`config.mk`:
```
export PLATFORM = sky130hd
export DESIGN_NAME = pc_fetch_unit_flat
export DESIGN_NICKNAME = d
export VERILOG_FILES = /design/src/rtl/pc_fetch_unit_if.sv /design/src/rtl/pc_fetch_unit.sv /design/src/flat_wrapper.sv
export SDC_FILE = /design/constraint.sdc
export NUM_CORES = 1
export LEC_CHECK = 0
export ABC_AREA = 1
export CAP_MARGIN = 20
export CORE_MARGIN = 4
export CORE_UTILIZATION = 51
export DETAILED_ROUTE_END_ITERATION = 8
export PLACE_DENSITY = 0.9
export SLEW_MARGIN = 40
export SYNTH_ARGS = -nofsm -noshare
export SYNTH_HDL_FRONTEND = slang
export SYNTH_SLANG_ARGS = --single-unit
```
`constraint.sdc`:
```
create_clock -name clk -period 2.4 [get_ports clk]
set_input_delay 0.24 -clock clk [delete_from_list [all_inputs] [get_ports clk]]
set_output_delay 0.24 -clock clk [all_outputs]
set_load 0.05 [all_outputs]
```
`src/rtl/pc_fetch_unit_if.sv`:
```
// CU-facing bundle for the PC/fetch stage: CU strobes, the CODE bus and the fetch registers.
// The master side (CU/memory) drives the strobes and data; the slave side (fetch unit) drives the registers.
interface pc_fetch_unit_if #(
  parameter int unsigned ADDR_W = 16
);
  logic              Phase;
  logic [2:0]        PC_CON;
  logic              IR_en;
  logic              rel_en;
  logic              ALE;
  logic [ADDR_W-1:0] jmp_addr;
  logic [7:0]        code_data;
  logic [ADDR_W-1:0] code_addr;
  logic [ADDR_W-1:0] PC;
  logic [7:0]        IR;
  logic [7:0]        rel;

  modport master (
    output Phase, PC_CON, IR_en, rel_en, ALE, jmp_addr, code_data,
    input  code_addr, PC, IR, rel
  );

  modport slave (
    input  Phase, PC_CON, IR_en, rel_en, ALE, jmp_addr, code_data,
    output code_addr, PC, IR, rel
  );
endinterface

```
`src/rtl/pc_fetch_unit.sv`:
```
// Program counter, IR and rel registers behind the control unit, plus the ALE-driven CODE address latch.
// Every output is a register; PC/IR/rel move only on Phase2 edges, the ALE latch runs on every edge.
module pc_fetch_unit #(
  parameter int unsigned      ADDR_W   = 16,
  parameter logic [ADDR_W-1:0] RESET_PC = '0,
  parameter logic [7:0]        IR_RESET = 8'h00
) (
  input  logic           clk,
  input  logic           reset,
  pc_fetch_unit_if.slave bus
);

  localparam int unsigned BYTE_W = 8;
  localparam int unsigned EXT_W  = ADDR_W - BYTE_W;

  typedef enum logic {
    ALE_IDLE = 1'b0,
    ALE_HIGH = 1'b1
  } ale_state_e;

  ale_state_e        r_ale_q;
  ale_state_e        w_ale_next;
  logic              w_capture;

  logic              r_rst_done;
  logic [ADDR_W-1:0] r_pc;
  logic [ADDR_W-1:0] r_code_addr;
  logic [BYTE_W-1:0] r_ir;
  logic [BYTE_W-1:0] r_rel;

  logic              w_upd;
  logic              w_pc_en;
  logic              w_jump;
  logic              w_add_rel;
  logic [ADDR_W-1:0] w_rel_sext;
  logic [ADDR_W-1:0] w_pc_next;

  assign w_pc_en    = bus.PC_CON[2];
  assign w_jump     = bus.PC_CON[1];
  assign w_add_rel  = bus.PC_CON[0];
  // First edge after reset release is never an update edge.
  assign w_upd      = bus.Phase & r_rst_done;
  assign w_rel_sext = {{EXT_W{r_rel[BYTE_W-1]}}, r_rel};

  // PC next-state, first match wins; relative jumps use the pre-edge rel.
  always_comb begin
    w_pc_next = r_pc;
    if (w_jump && w_add_rel) begin
      w_pc_next = r_pc + ADDR_W'(w_pc_en) + w_rel_sext;
    end else if (w_jump) begin
      w_pc_next = bus.jmp_addr;
    end else if (w_pc_en) begin
      w_pc_next = r_pc + ADDR_W'(1);
    end
  end

  // ALE edge detector state register.
  always_ff @(posedge clk or negedge reset) begin
    if (!reset) begin
      r_ale_q <= ALE_IDLE;
    end else begin
      r_ale_q <= w_ale_next;
    end
  end

  // ALE next-state; a capture is requested only on the high-to-low transition.
  always_comb begin
    w_ale_next = r_ale_q;
    w_capture  = 1'b0;
    case (r_ale_q)
      ALE_IDLE: begin
        if (bus.ALE) begin
          w_ale_next = ALE_HIGH;
        end
      end
      ALE_HIGH: begin
        if (!bus.ALE) begin
          w_ale_next = ALE_IDLE;
          w_capture  = 1'b1;
        end
      end
      default: begin
        w_ale_next = ALE_IDLE;
      end
    endcase
  end

  always_ff @(posedge clk or negedge reset) begin
    if (!reset) begin
      r_rst_done  <= 1'b0;
      r_pc        <= RESET_PC;
      r_code_addr <= RESET_PC;
      r_ir        <= IR_RESET;
      r_rel       <= '0;
    end else begin
      r_rst_done <= 1'b1;
      if (w_upd) begin
        r_pc <= w_pc_next;
        if (bus.IR_en) begin
          r_ir <= bus.code_data;
        end
        if (bus.rel_en) begin
          r_rel <= bus.code_data;
        end
      end
      // Latch the PC as it stood before this edge's update.
      if (w_capture) begin
        r_code_addr <= r_pc;
      end
    end
  end

  assign bus.PC        = r_pc;
  assign bus.code_addr = r_code_addr;
  assign bus.IR        = r_ir;
  assign bus.rel       = r_rel;

endmodule

```
`src/flat_wrapper.sv`:
```
// flat-port wrapper written by rule: the top's interface ports become plain ports
module pc_fetch_unit_flat 
#(
  parameter int unsigned      ADDR_W   = 16,
  parameter logic [ADDR_W-1:0] RESET_PC = '0,
  parameter logic [7:0]        IR_RESET = 8'h00
)
  (clk, reset, bus_Phase, bus_PC_CON, bus_IR_en, bus_rel_en, bus_ALE, bus_jmp_addr, bus_code_data, bus_code_addr, bus_PC, bus_IR, bus_rel);
  pc_fetch_unit_if #(.ADDR_W(ADDR_W)) bus_i ();
  input  logic clk;
  input  logic reset;
  input wire logic [$bits(bus_i.Phase)-1:0] bus_Phase;
  input wire logic [$bits(bus_i.PC_CON)-1:0] bus_PC_CON;
  input wire logic [$bits(bus_i.IR_en)-1:0] bus_IR_en;
  input wire logic [$bits(bus_i.rel_en)-1:0] bus_rel_en;
  input wire logic [$bits(bus_i.ALE)-1:0] bus_ALE;
  input wire logic [$bits(bus_i.jmp_addr)-1:0] bus_jmp_addr;
  input wire logic [$bits(bus_i.code_data)-1:0] bus_code_data;
  output wire logic [$bits(bus_i.code_addr)-1:0] bus_code_addr;
  output wire logic [$bits(bus_i.PC)-1:0] bus_PC;
  output wire logic [$bits(bus_i.IR)-1:0] bus_IR;
  output wire logic [$bits(bus_i.rel)-1:0] bus_rel;
  assign bus_i.Phase = bus_Phase;
  assign bus_i.PC_CON = bus_PC_CON;
  assign bus_i.IR_en = bus_IR_en;
  assign bus_i.rel_en = bus_rel_en;
  assign bus_i.ALE = bus_ALE;
  assign bus_i.jmp_addr = bus_jmp_addr;
  assign bus_i.code_data = bus_code_data;
  assign bus_code_addr = bus_i.code_addr;
  assign bus_PC = bus_i.PC;
  assign bus_IR = bus_i.IR;
  assign bus_rel = bus_i.rel;
  pc_fetch_unit #(.ADDR_W(ADDR_W), .RESET_PC(RESET_PC), .IR_RESET(IR_RESET)) u_core (.clk(clk), .reset(reset), .bus(bus_i));
endmodule
```
==> results by group, run 1 <==
Cells and area
  – Fin area: 0.00440 mm²
  – Share of cells above drive strength 1: 0.0573
  – P&R area growth vs syn: 27.7%
  – FILL cells: 556
  – Layout net count: 625
  – Utilization after layout: 0.681
  – Ant diodes: 0
  – Final Non-Filler Cells: 653

Routing
  – Vias per Instance: 5.42
  – Initial DRC count: 162
  – DRT Wirelength: 9620 µm
  – Residual DRC: 0
  – Pre-antenna DRT Iters: 5
  – Final ANT Viol Nets: 0
  – Wire length per cell: 14.7 µm
  – Vias: 3,536

Setup path
  – R2r startpoint: u_core.bus.PC[0]$_DFFE_PN0P_
  – Arrival @ worst endpoint: 1.84 ns
  – CP Capture Type: output pin
  – CP max stage delay: 0.90 ns
  – Levels on crit path: 1
  – Critical path data required time: 2.16 ns
  – Worst Path Buf+Inv: 1
  – CP max FO: 11
  – CP max-delay cell: clkdlybuf4s50_1
  – Worst setup path startpoint: u_core.bus.rel[7]$_DFFE_PN0P_
  – Crit Path Class: flip-flop to output pin
  – Crit-path cells: clkdlybuf4s50_1
  – Worst path top cell family by delay: buffers and inverters
  – Type of origin of the critical path: flip-flop
  – Worst reg2reg path depth: 13

Placed design
  – IO Port Bufs: 80
  – Area after DPL: 0.00429 mm²
  – GPL Wtd Cong: 0.926
  – Placed insts: 644
  – Post-detail-place hpwl: 7730 µm

CTS
  – Post-CTS setup buffer count: 0
  – Clk buf depth: 2
  – CTS buffer count: 5
  – Hold Buf Count CTS: 1
  – Clock Root Buffer: clkbuf_8
  – CTS tree: done
  – Reg clk slew, reported paths: 0.10 ns
  – Worst skew pair latency: 0.31 ns
  – Post-CTS resize count: 0
  – H-tree levels: 2
  – CTS sink count: 50

Floorplanning
  – Starting Density: 0.533
  – Core ar.: 0.00646 mm²
  – Die outline area: 0.00813 mm²
  – Io pins: 81
  – Row cnt: 29
  – Die H: 90.2 µm
  – Die Wd: 90.2 µm

Timing
  – Worst slew margin: 0.654
  – Final Slew Violations: 0
  – Setup Skew: 0.0141 ns
  – RSZ-0062 raised after global routing: no
  – Total Neg Setup Slack: 0 ns
  – Final Hold Viols: 0
  – Fmax: 482 MHz
  – Setup-failing EPs final: 0
  – Part of the cycle the worst path needs: 0.865
  – Min cycle time layout: 2.08 ns
  – Worst slew pin tran: 0.518 ns

Worst hold path
  – HP Start: bus_ALE
  – Hold depth: 1
  – HP Class: primary input to flip-flop

Synth
  – Compound-gate portion of the synthesized area: 0.145
  – Mapped Area: 0.00344 mm²
  – Synth Area in Adders: 0.0662
  – Avg Inst Size Synth: 6.97 µm²
  – Synth cell types: 39
  – Warnings from Yosys: 0
  – Largest family of logic cells by synthesized area: simple AND/OR/NAND/NOR gates
  – Post-Synth Simple-Gate Area: 0.297
  – Synth Flop Type: dfrtp_1
  – Yosys reg bits: 50
  – Seq/Total Area, Yosys: 0.364
  – Synth Instances: 494
  – Post-synthesis net count: 544
  – Asr flop ratio synth: 1.00
  – Post-synthesis mux area share: 0.00654
  – Xor-xnor portion of the synthesized cell area: 0.0102
  – Post-synth EDFFs: 0

GRT
  – Initial antenna violation count: 0
  – Largest net degree at the start of global routing: 29
  – Gr ovfl total: 0
  – First-pass GRT wire length: 16,400 µm
  – Vias in the first global route: 3,441
  – GRT Overall Usage: 0.244

Run
  – Max_cap viols: 0

Power
  – Pwr per Cell Area: 852 mW/mm²
  – Lkg Pwr: 2.26 nW
  – VDD IR-drop max: 0.435 mV

Status
  – Status: complete, no violations
report_power, final:
| part | total, mW | switching (mW) | internal [mW] | leakage, nW |
|---|---|---|---|---|
| logic | 2.02 | 1.34 | 0.684 | 1.59 |
| clock network | 0.529 | 0.292 | 0.238 | 0.0514 |
| registers | 1.20 | 0.194 | 1.00 | 0.616 |
| total | 3.75 | 1.82 | 1.92 | 2.26 |
cell usage after synthesis, types with 2 or more instances:
cell,number,share of area
buf_4,3,0.0065
fa_1,2,0.012
xor2_1,2,0.0051
o21ai_1,4,0.0058
nand3_1,34,0.049
buf_6,2,0.0065
nand3b_1,2,0.0044
inv_1,78,0.085
a21oi_2,4,0.010
ha_1,15,0.055
o21ai_2,2,0.0051
a31oi_1,2,0.0036
nand2_1,156,0.17
a22oi_1,5,0.011
nor2_1,28,0.031
nor2_4,2,0.0065
clkbuf_1,5,0.0055
nor2_2,3,0.0055
nand4_1,4,0.0073
nor3_1,5,0.0073
dfrtp_1,50,0.36
mux2_2,2,0.0065
inv_2,2,0.0022
xnor2_1,2,0.0051
nand2_2,2,0.0036
a21oi_1,25,0.036
o21ai_0,41,0.060
per-stage QoR:
stage          setup WS, ns  hold WS (ns)  power, mW
2_1_floorplan         0.299       -0.0556       2.56
3_3_place_gp          0.250         0.219       3.15
3_5_place_dp          0.174         0.231       3.22
4_1_cts               0.328         0.396       3.75
5_1_grt               0.187         0.397       4.00
6_report              0.324         0.395       3.75
logic make-up after synthesis:
group / count (synthesis)
other: 1
AOI/OAI and AO/OA: 89
and+or+nand+nor: 240
muxes: 2
DFF: 50
xor gates and xnor gates: 4
adders and majority gates: 17
buffers and inverters: 91
layout by cell type, fill, tap and decap left out, drive strengths merged, types with 5 or more instances in the layout:
master	count
a21oi	29
a22oi	5
buf	5
clkbuf	6
clkdlybuf4s50	79
dfrtp	50
ha	15
inv	80
nand2	159
nand3	35
nor2	33
nor3	6
o21ai	47
final timing paths:
check | slack (ns) | end
worst min-delay path | 0.39 | u_core.r_ale_q$_DFF_PN0_
min in group asynchronous | 0.42 | u_core.bus.code_addr[0]$_DFFE_PN0P_
worst max-delay path | 0.32 | bus_rel[7]
worst min register to register | 0.49 | u_core.bus.code_addr[7]$_DFFE_PN0P_
max in group asynchronous | 1.21 | u_core.bus.PC[15]$_DFFE_PN0P_
worst max register to register | 0.39 | u_core.bus.PC[8]$_DFFE_PN0P_
flip-flops by register name (all words and copies together), names as in the netlist:
name,count
u_core.bus.PC,16
u_core.bus.code_addr,16
u_core.bus.IR,8
u_core.bus.rel,8
u_core.r_ale_q,1
u_core.r_rst_done,1
cell type report:
class,count,area [µm²],share of cell area
repair buffers,85,836,0.190
inverters,80,300,0.0683
clock inverters,2,17.5,0.00398
multi-input cells,353,1810,0.412
well taps,77,96.3,0.0219
flip-flops and latches,50,1250,0.285
clock buffers,6,82.6,0.0188
layer usage:
metal	GRT usage	share of wire	up-vias
met5	0	0	-
met3	0.0401	0.063	17
li1	-	-	1734
met2	0.431	0.50	137
met1	0.310	0.42	1648
met4	0.0651	0.018	0
No activity file was read; power rests on OpenSTA's default activity.
==> inputs of run 2 (changes only) <==
--- a/config.mk
+++ b/config.mk
@@ -6,12 +6,11 @@
 export NUM_CORES = 1
 export LEC_CHECK = 0
 export ABC_AREA = 1
-export CAP_MARGIN = 20
+export CAP_MARGIN = 30
 export CORE_MARGIN = 4
 export CORE_UTILIZATION = 51
 export DETAILED_ROUTE_END_ITERATION = 8
 export PLACE_DENSITY = 0.9
-export SLEW_MARGIN = 40
 export SYNTH_ARGS = -nofsm -noshare
 export SYNTH_HDL_FRONTEND = slang
 export SYNTH_SLANG_ARGS = --single-unit
==> results of run 2 <==
No change in the layout: final DEF, timing and power equal those of run 1.
